[src/rtl/mem_arb_pkg.sv]
// Shared types and port indices for the two-port data-memory arbiter.
package mem_arb_pkg;
   typedef enum logic {IDLE, RESP} arb_state_t;
   localparam int PORT_LSU = 0;
   localparam int PORT_IF  = 1;
endpackage

[src/rtl/rr_arbiter2.sv]
// Combinational two-way round-robin picker: on contention the port that
// did not win last time is chosen.
module rr_arbiter2 (
   input  logic [1:0] i_req,
   input  logic       i_last_gnt,
   output logic [1:0] o_gnt,
   output logic       o_idx
);
   always_comb begin
      o_gnt = 2'b00;
      o_idx = 1'b0;
      case (i_req)
         2'b01: begin o_gnt = 2'b01; o_idx = 1'b0; end
         2'b10: begin o_gnt = 2'b10; o_idx = 1'b1; end
         2'b11: begin
            if (i_last_gnt) begin o_gnt = 2'b01; o_idx = 1'b0; end
            else            begin o_gnt = 2'b10; o_idx = 1'b1; end
         end
         default: ;
      endcase
   end
endmodule

[src/rtl/mem_arbiter.sv]
// Shares the single-port data memory between LSU (port 0) and fetch (port 1),
// sequencing the one-cycle read latency and steering rdata to the owner.
module mem_arbiter
   import mem_arb_pkg::*;
#(
   parameter int addr_width = 10,
   parameter int data_width = 32
) (
   input  logic                                clk,
   input  logic                                rst,
   input  logic [1:0]                          req,
   input  logic [1:0]                          wr_en,
   input  logic [1:0][addr_width-1:0]          addr,
   input  logic [1:0][data_width-1:0]          wdata,
   output logic [1:0]                          gnt,
   output logic [1:0]                          rvalid,
   output logic [data_width-1:0]               rdata,
   output logic                                mem_wr_en,
   output logic                                mem_rd_en,
   output logic [addr_width-1:0]               mem_addr,
   output logic [data_width-1:0]               mem_wdata,
   input  logic [data_width-1:0]               mem_rdata
);
   arb_state_t r_state;
   logic       r_owner;
   logic       r_last_gnt;

   logic [1:0] w_win_gnt;
   logic       w_win_idx;
   logic       w_grant;
   logic       w_win_wr;

   rr_arbiter2 u_rr (
      .i_req      (req),
      .i_last_gnt (r_last_gnt),
      .o_gnt      (w_win_gnt),
      .o_idx      (w_win_idx)
   );

   // Reset masks the grant combinationally so nothing reaches memory while rst is high.
   assign w_grant  = (r_state == IDLE) && !rst && (req != 2'b00);
   // Fetch never writes; its wr_en bit is ignored.
   assign w_win_wr = (w_win_idx == 1'(PORT_LSU)) && wr_en[PORT_LSU];

   assign gnt       = w_grant ? w_win_gnt : 2'b00;
   assign mem_wr_en = w_grant && w_win_wr;
   assign mem_rd_en = w_grant && !w_win_wr;
   assign mem_addr  = w_grant ? addr[w_win_idx]  : '0;
   assign mem_wdata = w_grant ? wdata[w_win_idx] : '0;

   assign rvalid = (r_state == RESP) ? (r_owner ? 2'b10 : 2'b01) : 2'b00;
   assign rdata  = (rvalid != 2'b00) ? mem_rdata : '0;

   always_ff @(posedge clk) begin
      if (rst) begin
         r_state    <= IDLE;
         r_owner    <= 1'b0;
         r_last_gnt <= 1'b1;
      end else begin
         case (r_state)
            IDLE: begin
               if (w_grant) begin
                  r_last_gnt <= w_win_idx;
                  if (!w_win_wr) begin
                     r_owner <= w_win_idx;
                     r_state <= RESP;
                  end
               end
            end
            RESP:    r_state <= IDLE;
            default: r_state <= IDLE;
         endcase
      end
   end
endmodule

[config.mk]
export PLATFORM = sky130hd
export DESIGN_NAME = mem_arbiter
export DESIGN_NICKNAME = d
export VERILOG_FILES = /design/src/rtl/mem_arb_pkg.sv /design/src/rtl/rr_arbiter2.sv /design/src/rtl/mem_arbiter.sv
export SDC_FILE = /design/constraint.sdc
export NUM_CORES = 1
export LEC_CHECK = 0
export BUFFER_PORTS_ARGS = -buffer_cell sky130_fd_sc_hd__buf_2
export CORE_AREA = 4 4 76 78
export DETAILED_ROUTE_END_ITERATION = 6
export DIE_AREA = 0 0 80 82
export GPL_ROUTABILITY_DRIVEN = 0
export PLACE_DENSITY = 0.79
export SYNTH_ARGS = -nofsm -noshare
export SYNTH_HDL_FRONTEND = slang
export SYNTH_SLANG_ARGS = --single-unit
[constraint.sdc]
create_clock -name clk -period 1.5 [get_ports clk]
set_clock_uncertainty 0.2 [all_clocks]
set_input_delay 0.15 -clock clk [delete_from_list [all_inputs] [get_ports clk]]
set_output_delay 0.15 -clock clk [all_outputs]
set_load 0.05 [all_outputs]
==> results.toml <==
[power]
peakVddDrop_mv = 0.481
p_leak_uw = 0.00161
pwr_density_cell_nw_per_um2 = 556
power.total_uw = 1910

[drt]
avgRoutedWirePerCell_um = 15.1
drc = 0
num_vias = 2146
drtAntennaViolNets = 0
via_per_inst = 4.56
wirelength_um = 7130
drtIter0Drc = 55
first_pass_iters = 4

[clocking]
cts_hold_buffers = 0
cts_sinks = 3
clkLatencyLatePin_ps = 220
clockBufferDepth = 2
h-tree-depth = 1
clk_pin_slew_ps = 30
cts-root-buf = "clkbuf_8"
tritoncts = "done"
numCtsBuffers = 3

[cells_and_area]
register_area_um2 = 63.8
fin_nets = 524
nFillCells = 376
antennaDiodeCount = 0
area_growth_pct = 192
drive_above_1_share = 0.761
multi_input_area_um2 = 1420
final_cells = 471

[status]
violations = "setup timing"
outcome = "finished, violations left"

[grt]
grt_pass1_wl_um = 10200
grt_pass1_vias = 2240
grtUsageTotal = 0.195
antenna_found_initial = 0
grt-ovfl-total = 0
grt_max_degree = 36

[timing]
maxSlewViolCount = 0
fin_crit_ps = 1840
hold_violations = 0
setup_ws_ps = -338
max_freq_ghz = 0.544
post-route-period-util = 1.23
finalHoldWorstSlack_ps = 22.2
slew_headroom = 0.764
rsz0062_at_grt = "yes"
worst_pin_slew_ps = 350
setup_viol = 71

[floorplanning]
core_area_um2 = 5070
start_util = 0.232
fp-row-count = 26
die_w_um = 80
chipHeight_um = 82
io_pins = 202
die_area_um2 = 6560

[yosys]
syn_nets = 321
synth_largest_area_cell = "a21oi_2"
syn_area_per_cell_um2 = 5.92
synthDistinctLibCells = 24
netlist_area_um2 = 1180
synth_seq_cells = 3
synth.yosys.seq_area_share = 0.0510
syn_inst = 199
synth_area_leaders = "a21oi_2 29%, nand2_1 27%, and2_1 18%, dfxtp_1 5.1%, buf_6 3.8%"
synth_top_area_share = 0.290
synth_warnings = 0

[hold_path]
min-delay-path-class = "primary input to flop"

[setup_path]
critPathKind = "flop to output pin"
arrival_ps = 1490
end_kind = "output pin"
rrSetupSlack_ps = 50
start_kind = "flop"
critPathMaxFanout = 12
worstPathRequired_ps = 1150

[placement]
dp_hpwl_um = 5090
pre_cts_slack_ps = -224
port_buffers = 200
dp.cells = 464

[job]
cap_violations = 0
kinds of logic (layout without fill, tap and decap cells):
| group | Yosys count | in the layout | share of synthesized area |
|---|---|---|---|
| AND/OR/NAND/NOR | 125 | 125 | 0.485 |
| AO/OA/AOI/OAI | 51 | 51 | 0.359 |
| buffers and inverters | 20 | 222 | 0.105 |
| flip-flops | 3 | 3 | 0.0510 |
state kept, by name (all words and copies together), names as in the netlist:
register and cells:
r_owner 1, r_state 1, r_last_gnt 1
repair_timing:
item / CTS / global route
setup endpoints to repair: 80 / 81
cloned: 0 / 2
gates resized for setup: 169 / 11
pin swaps: 1 / 1
setup buffers: 1 / 0
where the power goes:
group	switching (µW)	internal, µW	leakage, µW
logic	937	628	0.00156
clock network	63.0	182	0.0000228
registers	11.2	89.6	0.0000251
worst max-delay path, stage by stage, from the launching register on:
cell	delay (ps)
dfxtp_1	300
or3_4	420
clkbuf_16	230
a21oi_4	150
buf_8	160
metal layers:
metal  track usage  wire, µm  vias to the layer above
li1              -         -                     1040
met1         0.185      2290                      963
met2         0.399      4020                      133
met3        0.0570       735                       10
met4        0.0541        88                        0
met5             0         0                        -
metrics by stage:
stage               utilization  setup TNS [ps]  area (µm²)
finish                    0.678          -14630        3440
global route              0.678          -17830        3440
CTS                       0.659          -14480        3350
detailed placement        0.539           -7400        2740
global placement          0.539           -6630        2740
floorplan                     -           -5350        1590
worst paths after layout:
check        depth (start not counted)                 start                   end
max                                  4    r_state$_SDFF_PP0_           mem_addr[7]
min                                  2              wr_en[0]    r_state$_SDFF_PP0_
max reg2reg                          4    r_state$_SDFF_PP0_  r_owner$_SDFFE_PP0P_
min reg2reg                          2  r_owner$_SDFFE_PP0P_  r_owner$_SDFFE_PP0P_
cells in the mapped netlist:
cell      count
nand2_1      84
a21oi_2      39
and2_1       33
clkbuf_1      7
buf_2         6
a21oi_1       5
buf_6         4
dfxtp_1       3
inv_1         2
o21ai_0       2
a2111o_1      1
a21bo_2       1
a21boi_2      1
a31oi_1       1
and3_1        1
buf_8         1
nand3_1       1
nor2_1        1
nor2_2        1
nor2_4        1
nor2b_1       1
nor3_1        1
o31ai_1       1
or3_1         1
cell usage in the layout, fill, tap and decap left out:
master / netlist / routed
a2111o_1: 1 / 1
or3_4: 0 / 1
nor2_4: 1 / 1
nand2_1: 84 / 83
a21boi_4: 0 / 1
inv_1: 2 / 1
a21oi_4: 0 / 42
nor2b_4: 0 / 1
buf_12: 0 / 8
a21oi_2: 39 / 1
o31ai_2: 0 / 1
buf_2: 6 / 120
buf_4: 0 / 6
nor3_2: 0 / 1
clkinvlp_4: 0 / 1
dfxtp_4: 0 / 1
and2_1: 33 / 3
and2_2: 0 / 30
a21bo_4: 0 / 1
nor2_1: 1 / 1
buf_16: 0 / 1
and3_4: 0 / 1
nand2_2: 0 / 1
a21oi_1: 5 / 1
buf_8: 1 / 10
dfxtp_1: 3 / 2
clkbuf_16: 0 / 2
a31oi_4: 0 / 1
clkbuf_1: 7 / 1
nor2_2: 1 / 1
buf_6: 4 / 69
nand3_1: 1 / 1
clkbuf_8: 0 / 3
o21ai_0: 2 / 2
cell type report:
cell class,instances,share of cell area
repair buffers,216,0.526
well taps,70,0.0255
flip-flops and latches,3,0.0186
clock buffers,4,0.0131
inverters,2,0.00327
multi-input cells,176,0.413
(Power assumes the default switching activity.)
